$ cat config.mk
export PLATFORM = sky130hd
export DESIGN_NAME = pc_sequencer
export DESIGN_NICKNAME = d
export VERILOG_FILES = /design/src/rtl/pc_sequencer_pkg.sv /design/src/rtl/pc_sequencer_ras.sv /design/src/rtl/pc_sequencer.sv
export SDC_FILE = /design/constraint.sdc
export NUM_CORES = 1
export LEC_CHECK = 0
export BUFFER_PORTS_ARGS = -buffer_cell sky130_fd_sc_hd__buf_2
export CAP_MARGIN = 10
export CORE_ASPECT_RATIO = 1.1
export CORE_MARGIN = 2
export CORE_UTILIZATION = 40
export CTS_BUF_LIST = sky130_fd_sc_hd__clkbuf_8 sky130_fd_sc_hd__clkbuf_16
export DETAILED_ROUTE_END_ITERATION = 12
export HOLD_SLACK_MARGIN = 0.1
export PLACE_DENSITY = 0.7
export SLEW_MARGIN = 25
export SYNTH_ARGS = -nofsm -noshare
export SYNTH_HDL_FRONTEND = slang
export SYNTH_HIERARCHICAL = 1
export SYNTH_SLANG_ARGS = --single-unit
$ cat constraint.sdc
create_clock -name clk -period 10.7 [get_ports clk]
set_input_delay 1.07 -clock clk [delete_from_list [all_inputs] [get_ports clk]]
set_output_delay 1.07 -clock clk [all_outputs]
set_load 0.01 [all_outputs]
$ cat src/rtl/pc_sequencer_pkg.sv
// Shared types and constants for the program-counter sequencer.
// Pure declarations; no logic, no latency, no flow control.
// Imported by the sequencer top and its return-address stack.
package pc_sequencer_pkg;

   localparam int          PC_W             = 32;
   localparam logic [31:0] RESET_PC_DEFAULT = 32'h0000_0000;

   typedef enum logic {
      ST_RUN  = 1'b0,
      ST_HALT = 1'b1
   } state_t;

endpackage

$ cat src/rtl/pc_sequencer_ras.sv
// Circular return-address stack; overflowing push overwrites the oldest entry.
// Top is combinational from the array; push/pop take effect at the clock edge.
// No backpressure: a push when full always succeeds by dropping the oldest entry.
module return_addr_stack
   import pc_sequencer_pkg::*;
#(
   parameter int DEPTH = 4,
   parameter int W     = PC_W
) (
   input  logic         clk,
   input  logic         rst,
   input  logic         push,
   input  logic         pop,
   input  logic [W-1:0] din,
   output logic [W-1:0] top,
   output logic         empty,
   output logic         full
);

   localparam int            PW      = $clog2(DEPTH);
   localparam logic [PW:0]   CNT_MAX = (PW+1)'(DEPTH);

   logic [W-1:0]  mem [DEPTH];
   logic [PW-1:0] ptr;
   logic [PW:0]   cnt;

   // ptr is the next write slot; once full it also points at the oldest entry
   always_ff @(posedge clk or posedge rst) begin
      if (rst) begin
         ptr <= '0;
         cnt <= '0;
         for (int i = 0; i < DEPTH; i++) mem[i] <= '0;
      end else if (pop && !empty) begin
         ptr <= ptr - 1'b1;
         cnt <= cnt - 1'b1;
      end else if (push) begin
         mem[ptr] <= din;
         ptr      <= ptr + 1'b1;
         if (!full) cnt <= cnt + 1'b1;
      end
   end

   assign top   = mem[ptr - 1'b1];
   assign empty = (cnt == '0);
   assign full  = (cnt == CNT_MAX);

endmodule

$ cat src/rtl/pc_sequencer.sv
// Program counter register, next-PC priority mux, RUN/HALT FSM and RAS control.
// next_pc is combinational and lands in pc one edge later; flags are registered.
// stall holds all state in RUN; HALT ignores everything except resume.
module pc_sequencer
   import pc_sequencer_pkg::*;
#(
   parameter logic [31:0] RESET_PC  = RESET_PC_DEFAULT,
   parameter int          RAS_DEPTH = 4
) (
   input  logic            clk,
   input  logic            rst,
   input  logic            stall,
   input  logic            halt_req,
   input  logic            resume,
   input  logic            br_taken,
   input  logic [PC_W-1:0] br_offset,
   input  logic            jump,
   input  logic            call,
   input  logic            ret,
   input  logic [PC_W-1:0] jump_target,
   output logic [PC_W-1:0] pc,
   output logic [PC_W-1:0] next_pc,
   output logic            halted,
   output logic            ras_overflow,
   output logic            ras_underflow
);

   state_t          state, state_nxt;
   logic [PC_W-1:0] inc, br_tgt, ras_top;
   logic            ras_push, ras_pop, ras_empty, ras_full;
   logic            ovf_nxt, unf_nxt;

   assign inc    = pc + 32'd1;
   assign br_tgt = inc + br_offset;

   // Only the winning control input may touch the stack or raise a flag
   always_comb begin
      next_pc   = pc;
      state_nxt = state;
      ras_push  = 1'b0;
      ras_pop   = 1'b0;
      ovf_nxt   = 1'b0;
      unf_nxt   = 1'b0;
      if (state == ST_HALT) begin
         if (resume) begin
            next_pc   = inc;
            state_nxt = ST_RUN;
         end
      end else if (!stall) begin
         if (halt_req) begin
            state_nxt = ST_HALT;
         end else if (ret) begin
            if (!ras_empty) begin
               next_pc = ras_top;
               ras_pop = 1'b1;
            end else begin
               next_pc = inc;
               unf_nxt = 1'b1;
            end
         end else if (call) begin
            next_pc  = jump_target;
            ras_push = 1'b1;
            ovf_nxt  = ras_full;
         end else if (jump) begin
            next_pc = jump_target;
         end else if (br_taken) begin
            next_pc = br_tgt;
         end else begin
            next_pc = inc;
         end
      end
   end

   always_ff @(posedge clk or posedge rst) begin
      if (rst) begin
         pc            <= RESET_PC;
         state         <= ST_RUN;
         halted        <= 1'b0;
         ras_overflow  <= 1'b0;
         ras_underflow <= 1'b0;
      end else begin
         pc            <= next_pc;
         state         <= state_nxt;
         halted        <= (state_nxt == ST_HALT);
         ras_overflow  <= ovf_nxt;
         ras_underflow <= unf_nxt;
      end
   end

   return_addr_stack #(
      .DEPTH (RAS_DEPTH),
      .W     (PC_W)
   ) u_ras (
      .clk   (clk),
      .rst   (rst),
      .push  (ras_push),
      .pop   (ras_pop),
      .din   (inc),
      .top   (ras_top),
      .empty (ras_empty),
      .full  (ras_full)
   );

endmodule

=== Word level (Yosys, flattened, before mapping) ===
Index checks and enable logic that the tools add are counted.

* Register bits: 168
* Input bits: 73
* Output and inout port bits: 67
* Word-level logic and storage cells: 75

* Add/sub/neg operators: 6
* Order comparisons: 3
* Equality and inequality tests: 2
* Mux-type cells: 44
* Bitwise operators: 3
* Reductions and logical operators: 7

{| class="wikitable"
|+ Operator list
! operator !! count
|-
| $mux 32 || 12
|-
| $bwmux 128 || 1
|-
| $bmux 32 s2 || 1
|-
| $demux 32 s2 || 1
|-
| $add 32x1->32 const B || 1
|-
| $add 32x32->32 || 1
|-
| $mux 1 || 24
|-
| $mux 3 || 3
|-
| $ge 3x3->1 const B || 2
|-
| $not 2->3 || 2
|-
| $mux 2 || 2
|-
| $reduce_and 2->1 || 2
|-
| $add 3x1->3 const B || 1
|-
| $eq 3x3->1 const B || 1
|-
| $logic_not 3->1 || 1
|-
| $lt 3x1->1 const B || 1
|-
| $sub 3x1->3 const B || 1
|-
| $add 2x1->2 const B || 1
|-
| $logic_and 1x1->1 || 2
|-
| $ne 2x1->1 const B || 1
|-
| $reduce_bool 2->1 || 1
|-
| $sub 2x1->2 const B || 1
|-
| $logic_not 1->1 || 1
|-
| $not 1->1 || 1
|}

=== Logic depth before layout (Yosys ltp) ===
* Depth after elaboration: 10
* Depth in mapped cells: 18
* Mapped depth without buffers: 16

=== Cells and area by module ===
Netlist, hierarchy kept.

{| class="wikitable"
|+ By module, submodules not included
! module !! times used !! cells each !! area an instance (µm²) !! seq. area each (µm²)
|-
| return_addr_stack || 1 || 359 || 6503.7 || 3328.2
|-
| pc_sequencer || 1 || 746 || 5298.8 || 875.8
|}

=== Least setup slack after synthesis ===
No wires, ideal clock.

* Path kind: reg2out
* From: register pc[0]
* To: output next_pc[31]
* Data arrival time: 4.200 ns
* Data required time: 9.630 ns
* Setup slack: 5.430 ns
* Stages on the path, launching flop included: 19
* Path buffers: 2
* Path through: dfrtp_1 ha_1 nand2_1 or4_1 buf_6 nor2_1 nand3_1 xor2_1 inv_1 ha_1 clkbuf_1 nand2_1 o21ai_0 a311oi_1 a2111oi_0 nor3_1 nand3b_1 xor2_1 a31oi_1

* Longest elaborated chain between the ends: 9
* Elaborated cells between the ends (all ways): 11
* Classes of those cells: add/sub: 2; mux: 9

{| class="wikitable"
|+ Ends and longest elaborated chain
! item !! line !! RTL
|-
| start, declared || pc_sequencer.sv:21 || <nowiki>output logic [PC_W-1:0] pc,</nowiki>
|-
| start signal, assigned || pc_sequencer.sv:82 || <nowiki>pc <= next_pc;</nowiki>
|-
| $add 32x1->32 || pc_sequencer.sv:33 || <nowiki>assign inc = pc + 32'd1;</nowiki>
|-
| net inc[18] || pc_sequencer.sv:29 || <nowiki>logic [PC_W-1:0] inc, br_tgt, ras_top;</nowiki>
|-
| $add 32x32->32 || pc_sequencer.sv:34 || <nowiki>assign br_tgt = inc + br_offset;</nowiki>
|-
| $mux 32 || pc_sequencer.sv:66 || <nowiki>end else if (br_taken) begin</nowiki>
|-
| $mux 32 || pc_sequencer.sv:64 || <nowiki>end else if (jump) begin</nowiki>
|-
| $mux 32 || pc_sequencer.sv:60 || <nowiki>end else if (call) begin</nowiki>
|-
| $mux 32 || pc_sequencer.sv:52 || <nowiki>end else if (ret) begin</nowiki>
|-
| $mux 32 || pc_sequencer.sv:50 || <nowiki>if (halt_req) begin</nowiki>
|-
| $mux 32 || pc_sequencer.sv:49 || <nowiki>end else if (!stall) begin</nowiki>
|-
| $mux 32 || pc_sequencer.sv:44 || <nowiki>if (state == ST_HALT) begin</nowiki>
|-
| end, declared || pc_sequencer.sv:22 || <nowiki>output logic [PC_W-1:0] next_pc,</nowiki>
|}

The timed path passes the listed nets, and every way through them passes these cells.

=== Final worst setup path ===
* From: register pc[0]
* To: output next_pc[22]

Same word-level chain as after synthesis.

==> results.toml <==
[pwr]
p_leak_nw = 5.816
vdd_drop_max_v = 0.0001222
power.total_mw = 4.113
p_per_area_mw_per_mm2 = 311.8

[global_routing]
antenna_found_initial = 5
grt_pass1_wl_um = 57130
grt.busiest_layer = "met2"
met1_usage_pct = 33.14
grtUsageMet2_pct = 38.10
grt_pass1_vias = 9540
gr-total-overflow = 0
track_usage_pct = 24.52
grt_use_met3_pct = 4.660
grt_max_degree = 78

[timing]
drv_slew = 0
hold_violations = 0
setup_viol = 0
finalClockSkew_ns = 0.01205
max_slew_margin_pct = 34.13
period_share_pct = 62.47
clock.fmax_ghz = 0.1496
fin_crit_ns = 6.684
rsz0062_at_grt = "false"
setup_tns_ns = 0
worst_pin_slew_ns = 0.9881

[place]
dp_hpwl_um = 26730
io_buffers = 139
finalWeightedCongestion = 1.006

[critical_path]
required_ns = 9.63
cp.buffers_inverters = 2
startpoint_type = "flop"
r2r_setup_slack_ns = 5.61
crit_top_cell = "ha_1"
timing.rr.end = "pc[22]"
cp-startpoint = "pc[0]"
critPathKind = "reg2out"
crit_arrival_ns = 5.61
rr_startpoint = "pc[0]"
endpoint = "next_pc[22]"
critical_path.top_delay_family = "simple AND/OR/NAND/NOR gates"
crit_cells = 15
crit_slowest_cell = "or4_1"
worstPathCellList = "ha_1 > nand2_1 > or4_1 > nor2_1 > xnor2_1 > inv_1 > ha_1 > a221oi_1 > nor3_1 > a21o_1 > a31o_2 > o21ai_0 > a21oi_1 > nor4_1 > buf_2"
max_stage_delay_ns = 0.75
path_max_fanout = 8
reg2reg_depth = 14
end_kind = "output port"

[clocking]
ctsResizeCount = 0
cts_htree_levels = 4
worstSkewPairLatency_ns = 0.45
cts_root_buf = "clkbuf_16"
clkTransAtPathRegs_ns = 0.07
cts_sinks = 168
cts_tree = "built"
cts_inserted_buffers = 17
holdBufCountCts = 0
cts_setup_buffers = 0
clk_path_buf_depth = 2

[routing]
drtPass1Iterations = 5
num_vias = 9647
drt_iter0_drc = 990
ant_nets = 0
drt-total-wl_um = 37300
drc = 0
wl_per_cell_um = 23.42
vias_per_cell = 6.056

[job]
max-cap-violations = 0

[synthesis]
ys.flop_type = "dfrtp_1"
syn_area_mm2 = 0.01180
synthArstFlopShare_pct = 100.0
synth_edf_count = 0
yosys_warnings = 6
ys_seq_area_share_pct = 35.62
synth.distinct_cells = 83
ys_ff_latch = 168
postSynthCellCount = 1105
synth_nets = 1223
syn_area_per_cell_um2 = 10.68

[floorplanning]
die_h_um = 184.2
die_area_mm2 = 0.03090
core_mm2 = 0.02887
fp.dieW_um = 167.8
rows = 65
ios = 140
start_util_pct = 40.88

[worst_hold_path]
worstHoldPathType = "reg2reg"
hp-start = "u_ras/mem[86]"

[finish]
nets = 1329
drive_gt1_share_pct = 30.91
syn2layout_area_growth_pct = 11.79

[status]
status = "finished clean"
==> cells in the mapped netlist, types with 4 or more instances <==
cell type | instances | area, um^2
a221oi_1 | 5 | 43.79
a211o_1 | 6 | 52.55
a21o_1 | 14 | 105.1
or3_1 | 6 | 37.54
mux2i_1 | 11 | 110.1
and2_1 | 5 | 31.28
buf_2 | 14 | 70.07
o21bai_1 | 4 | 30.03
dfrtp_1 | 168 | 4204
mux4_2 | 32 | 720.7
ha_1 | 43 | 538.0
o211ai_1 | 11 | 82.58
nand4_1 | 12 | 75.07
nor2b_1 | 6 | 37.54
mux2_4 | 100 | 1501
nand2_1 | 88 | 330.3
mux2_2 | 30 | 337.8
o31ai_1 | 4 | 30.03
o22ai_1 | 16 | 100.1
nand3_1 | 25 | 125.1
a21oi_1 | 88 | 440.4
or2_2 | 5 | 31.28
inv_1 | 32 | 120.1
nor3_1 | 20 | 100.1
nor2_1 | 76 | 285.3
a31oi_1 | 12 | 75.07
a211oi_1 | 14 | 105.1
and4_1 | 4 | 35.03
xnor2_1 | 33 | 289.0
buf_12 | 9 | 180.2
o21ai_1 | 8 | 40.04
nor4_1 | 6 | 37.54
nor2_8 | 4 | 80.08
and3_1 | 11 | 68.82
clkbuf_1 | 31 | 116.4
xor2_1 | 22 | 192.7
o221ai_1 | 8 | 70.07
o21ai_0 | 53 | 265.3
o21a_1 | 6 | 45.04
==> cell usage in the layout (no fill, tap or decap), types with 25 or more instances in the layout <==
cell type and n:
inv_1 31, nand3_1 25, o21ai_0 53, a21oi_1 88, nor2_1 75, ha_1 42, mux4_2 32, mux2_2 30
nand2_1 88, buf_2 139, dfrtp_1 167, mux2_4 100, xnor2_1 33
==> through the flow <==
| stage | area [um^2] | utilization (%) | std cells | hold slack (ns) | setup WS, ns |
|---|---|---|---|---|---|
| after floorplan | 11800 | - | 1105 | 0.4751 | 5.430 |
| final | 13190 | 45.70 | 1593 | 0.5043 | 4.016 |
| after global placement | 12600 | 43.65 | 1560 | 0.4840 | 4.682 |
| after detailed placement | 12600 | 43.65 | 1560 | 0.4887 | 4.631 |
| after global routing | 13190 | 45.69 | 1592 | 0.5198 | 3.670 |
| after CTS | 13190 | 45.67 | 1591 | 0.5067 | 4.099 |
==> where the power goes <==
group / leakage [nW] / total, mW / internal [mW] / switching (mW)
Clock: 0.287 / 0.631 / 0.352 / 0.280
Sequential: 2.11 / 1.15 / 0.905 / 0.243
Combinational: 3.42 / 2.33 / 1.04 / 1.29
Total: 5.82 / 4.11 / 2.30 / 1.81
==> flip-flops by register name (all words and copies together), names as in the netlist <==
| register | count |
|---|---|
| u_ras/cnt | 3 |
| ras_overflow | 1 |
| u_ras/mem | 128 |
| state | 1 |
| ras_underflow | 1 |
| pc | 32 |
| u_ras/ptr | 2 |
==> cells by family (layout without fill, tap and decap cells) <==
kind of cell / count (synthesis) / in the layout / share of synthesized area [%]
other: 0 / 2 / 0
and+or+nand+nor: 297 / 297 / 13.21
DFF: 168 / 168 / 35.62
adders and majority gates: 45 / 45 / 4.898
muxes: 173 / 173 / 22.62
xor gates and xnor gates: 57 / 57 / 4.357
AOI/OAI and AO/OA: 270 / 270 / 14.40
buffers and inverters: 95 / 213 / 4.898
==> per-layer routing <==
| layer | part of all wire [%] | wire [um] |
|---|---|---|
| met4 | 4.5 | 1693 |
| met2 | 45 | 16770 |
| met1 | 43 | 15950 |
| met5 | 0.11 | 42 |
| met3 | 7.6 | 2846 |
==> area by class of cell <==
class,instances,area [um^2]
diodes,2,5.005
clock buffers,18,439.2
clock inverters,13,143.9
fillers,2667,15680
inverters,32,122.6
multi-input cells,842,7036
flip-flops and latches,168,4205
well taps,368,460.4
repair buffers,150,782.0
==> worst min-delay path by stage <==
stage | end | slack [ns] | depth (start not counted)
6_report | u_ras/mem[86] | 0.50 | 1
5_1_grt | u_ras/mem[118] | 0.52 | 1
4_1_cts | u_ras/mem[86] | 0.51 | 1
3_3_place_gp | u_ras/mem[37] | 0.48 | 1
2_1_floorplan | u_ras/mem[32] | 0.48 | 1
3_5_place_dp | u_ras/mem[89] | 0.49 | 1
Power figures use the tool's default switching activity.
